$ cat config.mk
export PLATFORM = sky130hd
export DESIGN_NAME = logic_unit_serial
export DESIGN_NICKNAME = d
export VERILOG_FILES = /design/src/rtl/logic_unit_serial.sv
export SDC_FILE = /design/constraint.sdc
export NUM_CORES = 1
export LEC_CHECK = 0
export ABC_AREA = 1
export ABC_CLOCK_PERIOD_IN_PS = 2050
export BUFFER_PORTS_ARGS = -buffer_cell sky130_fd_sc_hd__buf_2
export CAP_MARGIN = 20
export CORE_UTILIZATION = 49
export DETAILED_ROUTE_END_ITERATION = 16
export HOLD_SLACK_MARGIN = 0.08
export PLACE_DENSITY = 0.76
export SLEW_MARGIN = 20
export SYNTH_ARGS = -nofsm -noshare
export SYNTH_HDL_FRONTEND = slang
export SYNTH_SLANG_ARGS = --single-unit
$ cat constraint.sdc
create_clock -name clock -period 2.05 [get_ports clock]
set_input_delay 0.1025 -clock clock [delete_from_list [all_inputs] [get_ports clock]]
set_output_delay 0.1025 -clock clock [all_outputs]
set_load 0.02 [all_outputs]
$ cat src/rtl/logic_unit_serial.sv
// ---------------------------------------------------------------------------
// logic_unit_serial
//
// Slice-serial bitwise logic unit. An operand pair and an opcode are accepted
// over a valid/ready handshake. The result is built SLICE bits per cycle,
// starting with the least significant slice, and is returned over a second
// valid/ready handshake. It is a low-area alternative to a flat combinational
// logic unit.
//
// Parameters:
//   WIDTH  operand/result width. Must be a multiple of SLICE.
//   SLICE  number of result bits computed per cycle.
//
// Ports:
//   clock      in   rising-edge clock
//   reset_n    in   synchronous, active-low reset
//   in_valid   in   operand request valid
//   in_ready   out  unit can accept a request (IDLE only)
//   operandA   in   first operand (captured on accept)
//   operandB   in   second operand (captured on accept)
//   opcode     in   00 AND, 01 OR, 10 XOR, 11 NOR
//   out_valid  out  result valid (DONE)
//   out_ready  in   consumer accepts the result
//   result     out  result register
//   busy       out  high whenever the FSM is not in IDLE
//   zero       out  result == 0. This port exists only when the macro
//                   LOGIC_UNIT_SERIAL_ZERO_EN is defined.
//
// Configuration macro: LOGIC_UNIT_SERIAL_ZERO_EN adds the registered zero flag.
// ---------------------------------------------------------------------------
module logic_unit_serial #(
    parameter int WIDTH = 32,
    parameter int SLICE = 4
) (
    input  logic             clock,
    input  logic             reset_n,
    input  logic             in_valid,
    output logic             in_ready,
    input  logic [WIDTH-1:0] operandA,
    input  logic [WIDTH-1:0] operandB,
    input  logic [1:0]       opcode,
    output logic             out_valid,
    input  logic             out_ready,
    output logic [WIDTH-1:0] result,
    output logic             busy
`ifdef LOGIC_UNIT_SERIAL_ZERO_EN
    ,
    output logic             zero
`endif
);

    localparam int NSLICE = WIDTH / SLICE;
    localparam int CNT_W  = (NSLICE > 1) ? $clog2(NSLICE) : 1;
    localparam logic [CNT_W-1:0] LAST_CNT = CNT_W'(NSLICE - 1);

    typedef enum logic [1:0] {
        IDLE = 2'd0,
        RUN  = 2'd1,
        DONE = 2'd2
    } state_t;

    state_t             state_q, state_d;
    logic [WIDTH-1:0]   a_q, a_d;
    logic [WIDTH-1:0]   b_q, b_d;
    logic [1:0]         op_q, op_d;
    logic [CNT_W-1:0]   cnt_q, cnt_d;
    logic [WIDTH-1:0]   result_q, result_d;
    logic [SLICE-1:0]   slice_res;
`ifdef LOGIC_UNIT_SERIAL_ZERO_EN
    logic               zero_q, zero_d;
`endif

    function automatic logic [SLICE-1:0] slice_op(
        input logic [SLICE-1:0] a,
        input logic [SLICE-1:0] b,
        input logic [1:0]       op
    );
        logic [SLICE-1:0] r;
        case (op)
            2'b00:   r = a & b;
            2'b01:   r = a | b;
            2'b10:   r = a ^ b;
            default: r = ~(a | b);
        endcase
        return r;
    endfunction

    // The captured operands are shifted right by one slice per RUN cycle.
    // The logic op therefore always reads the low slice, and no wide read
    // multiplexer is needed.
    assign slice_res = slice_op(a_q[SLICE-1:0], b_q[SLICE-1:0], op_q);

    always_comb begin
        state_d  = state_q;
        a_d      = a_q;
        b_d      = b_q;
        op_d     = op_q;
        cnt_d    = cnt_q;
        result_d = result_q;
`ifdef LOGIC_UNIT_SERIAL_ZERO_EN
        zero_d   = zero_q;
`endif
        case (state_q)
            IDLE: begin
                if (in_valid) begin
                    a_d      = operandA;
                    b_d      = operandB;
                    op_d     = opcode;
                    result_d = '0;
                    cnt_d    = '0;
                    state_d  = RUN;
                end
            end
            RUN: begin
                result_d[int'(cnt_q) * SLICE +: SLICE] = slice_res;
                a_d = a_q >> SLICE;
                b_d = b_q >> SLICE;
`ifdef LOGIC_UNIT_SERIAL_ZERO_EN
                // Unwritten slices are still zero from the accept-time
                // clear, so comparing the whole register covers exactly
                // the slices written so far.
                zero_d = (result_d == '0);
`endif
                // The counter holds at the last slice instead of wrapping.
                if (cnt_q == LAST_CNT) begin
                    state_d = DONE;
                end else begin
                    cnt_d = cnt_q + CNT_W'(1);
                end
            end
            DONE: begin
                if (out_ready) begin
                    state_d = IDLE;
                end
            end
            default: state_d = IDLE;
        endcase
    end

    always_ff @(posedge clock) begin
        if (!reset_n) begin
            state_q  <= IDLE;
            a_q      <= '0;
            b_q      <= '0;
            op_q     <= '0;
            cnt_q    <= '0;
            result_q <= '0;
`ifdef LOGIC_UNIT_SERIAL_ZERO_EN
            zero_q   <= 1'b0;
`endif
        end else begin
            state_q  <= state_d;
            a_q      <= a_d;
            b_q      <= b_d;
            op_q     <= op_d;
            cnt_q    <= cnt_d;
            result_q <= result_d;
`ifdef LOGIC_UNIT_SERIAL_ZERO_EN
            zero_q   <= zero_d;
`endif
        end
    end

    // These outputs are decoded only from the state register, so no input
    // reaches an output combinationally.
    assign in_ready  = (state_q == IDLE);
    assign out_valid = (state_q == DONE);
    assign busy      = (state_q != IDLE);
    assign result    = result_q;
`ifdef LOGIC_UNIT_SERIAL_ZERO_EN
    assign zero      = zero_q;
`endif

endmodule

==> flow_metrics.py <==
metrics = {
    "drt": {
        "drt_wl_total_um": 13160,
        "drtIter0Drc": 245,
        "vias_per_cell": 5.382,
        "first_pass_iters": 5,
        "wl_per_cell_um": 14.69,
        "drc": 0,
        "vias": 4822,
        "ant_nets": 0,
    },
    "timing": {
        "hold_violations": 0,
        "setup_viol": 0,
        "skew_ns": 0.01913,
        "fin_crit_ns": 1.888,
        "maxSlewViolCount": 0,
        "rsz0062_at_grt": "false",
        "worst_pin_slew_ns": 0.4918,
        "setup_slack_ns": 0.1621,
        "relSlewSlack_pct": 67.01,
        "fmax_mhz": 529.7,
        "setup_tns_ns": 0,
        "fin_crit_sh_pct": 92.09,
    },
    "outcome": {
        "status": "complete, no violations",
    },
    "global_route": {
        "antenna_found_initial": 0,
        "track_usage_pct": 27.14,
        "grt_pass1_vias": 4730,
        "grt_max_degree": 60,
        "grt_first_pass_wirelength_um": 21300,
        "gr-total-overflow": 0,
    },
    "yosys": {
        "syn_area_um2": 4696,
        "avgSynthCellArea_um2": 7.711,
        "synth_top_area_share_pct": 43.91,
        "yosysSeqAreaShare_pct": 43.91,
        "yosys-top-cells-area": "dfxtp_1 44%, nand2_1 14%, a31oi_1 7.5%",
        "yosysWarnings": 0,
        "synth.net_count": 694,
        "ys_types": 26,
        "synth_largest_area_cell": "dfxtp_1",
        "postSynthCellCount": 609,
        "ys_ff_latch": 103,
    },
    "floorplan": {
        "start_util_pct": 50.82,
        "coreArea_um2": 9240,
        "pin_count": 105,
        "die_y_um": 99.90,
        "core.rowCount": 35,
        "die_w_um": 99.90,
        "design.die.area_um2": 9979,
    },
    "power": {
        "irDropWorstVdd_uv": 412.7,
        "leakagePower_nw": 2.641,
        "power_density_nw_per_um2": 729.9,
        "total_power_mw": 4.486,
    },
    "critical_path": {
        "r2r_start": "cnt_q[0]",
        "r2r_end": "result[2]",
        "critPathLaunchType": "register",
        "worstSetupEndpointType": "register",
        "cp_data_arrival_time_ns": 2.18,
        "r2r_setup_slack_ns": 0.16,
        "critPathMaxFanout": 8,
        "crit_type": "register to register",
        "reg2reg_depth": 8,
        "cp.required_ns": 2.34,
    },
    "placed_design": {
        "placedInstanceArea_um2": 5246,
        "dpl_worst_slack_ns": 0.07807,
        "place.gp.congestion": 0.8687,
        "hpwl_um": 8026,
        "io_buffers": 104,
    },
    "cts": {
        "numCtsBuffers": 9,
        "clk_path_buf_depth": 2,
        "clock-root-buffer": "clkbuf_8",
        "cts_tree": "done",
        "postCtsSetupBuffers": 0,
        "clock_latency_ns": 0.38,
        "cts.sinks": 103,
        "h-tree-depth": 3,
        "clkSlewWorstSetupHoldPaths_ns": 0.11,
    },
    "finish": {
        "final_area_um2": 6146,
        "drive_above_1_share_pct": 19.69,
        "area_growth_pct": 30.88,
        "nets": 847,
        "diodes": 0,
    },
    "worst_hold_path": {
        "min_path_cells": 4,
        "min_to": "cnt_q[1]",
        "hp-class": "input pin to register",
        "hp-start": "in_valid",
    },
    "run": {
        "maxCapViolCount": 0,
    },
}
==> stage by stage <==
| stage | utilization, % | hold slack [ns] | cells |
|---|---|---|---|
| after floorplan | - | 0.2499 | 609 |
| after global placement | 56.78 | 0.3660 | 812 |
| after detailed placement | 56.78 | 0.3645 | 812 |
| after CTS | 66.50 | 0.08821 | 896 |
| after global routing | 66.51 | 0.09499 | 896 |
| final | 66.51 | 0.08931 | 896 |
==> layout by cell type, fill, tap and decap left out, types with 3 or more instances in the layout <==
cell type,instances
clkbuf_8,9
ha_1,15
nand3_1,42
dlygate4sd3_1,68
buf_2,104
inv_2,3
buf_4,5
buf_12,4
nor2_4,3
nor2_1,19
dfxtp_1,102
nor3_4,7
o21ai_0,63
nand2_4,4
a31oi_1,56
nand2_1,176
inv_1,26
a21oi_1,44
==> worst max-delay path: stages (launching register included) <==
cell     delay, ns
dfxtp_1       0.36
inv_2         0.09
ha_1          0.22
ha_1          0.33
inv_1         0.13
nand3_1       0.13
nor3_4        0.23
nand3_1       0.13
a21oi_1       0.18
==> sequential cells by signal (all words and copies together) (netlist names) <==
register / count
state_q: 2
cnt_q: 3
a_q: 32
result: 32
op_q: 2
b_q: 32
==> synthesized netlist by cell type (all sizes together) <==
library cell and number:
nor2 24, dfxtp 103, o21ai 64, nand2 181, ha 15, clkbuf 15
a211oi 1, nor3 7, buf 22, dlygate4sd1 2, clkinv 2, a31oi 56
nand3 43, o31ai 1, inv 29, a21oi 44
==> cells by family after synthesis <==
group	count (synthesis)	share of synthesized area [%]
fa+ha+maj	15	3.997
flops	103	43.91
simple gates	255	24.94
compound gates	166	19.37
buf+inv	70	7.780
==> area by class of cell <==
type	instances	area, um^2
clock buffers	10	127.6
inverters	31	116.4
multi-input cells	436	2268
well taps	129	161.4
repair buffers	181	1319
fillers	751	3094
clock inverters	6	90.09
flip-flops and latches	103	2063
==> report_power, final <==
group	internal (mW)	switching, mW
Clock	0.696	0.727
Sequential	2.14	0.0843
Combinational	0.339	0.498
Total	3.18	1.31
==> worst max path at each step <==
stage	startpoint	end	slack [ns]	cells past startpoint
global route	cnt_q[0]	result[2]	0.04	8
global placement	cnt_q[1]	result[0]	0.23	9
floorplan	cnt_q[0]	result[0]	0.17	9
detailed placement	cnt_q[1]	result[2]	0.08	8
finish	cnt_q[0]	result[2]	0.16	8
CTS	cnt_q[1]	result[2]	0.05	8
==> repair_timing <==
item                       in CTS  in global routing
setup endpoints to repair       0                  4
resized for setup               0                  1
hold buffers                   68                  0
hold endpoints to repair       67                  0
==> metal layers <==
layer / global-route usage, % / up-vias / share of wire (%) / routed length [um]
met1: 30.68 / 2212 / 40 / 5256
met5: 0 / - / 0 / 0
li1: - / 2368 / - / -
met2: 47.27 / 190 / 50 / 6624
met3: 5.223 / 52 / 5.2 / 685
met4: 16.74 / 0 / 4.5 / 591
Note: power is estimated with default switching activity, not from simulation.
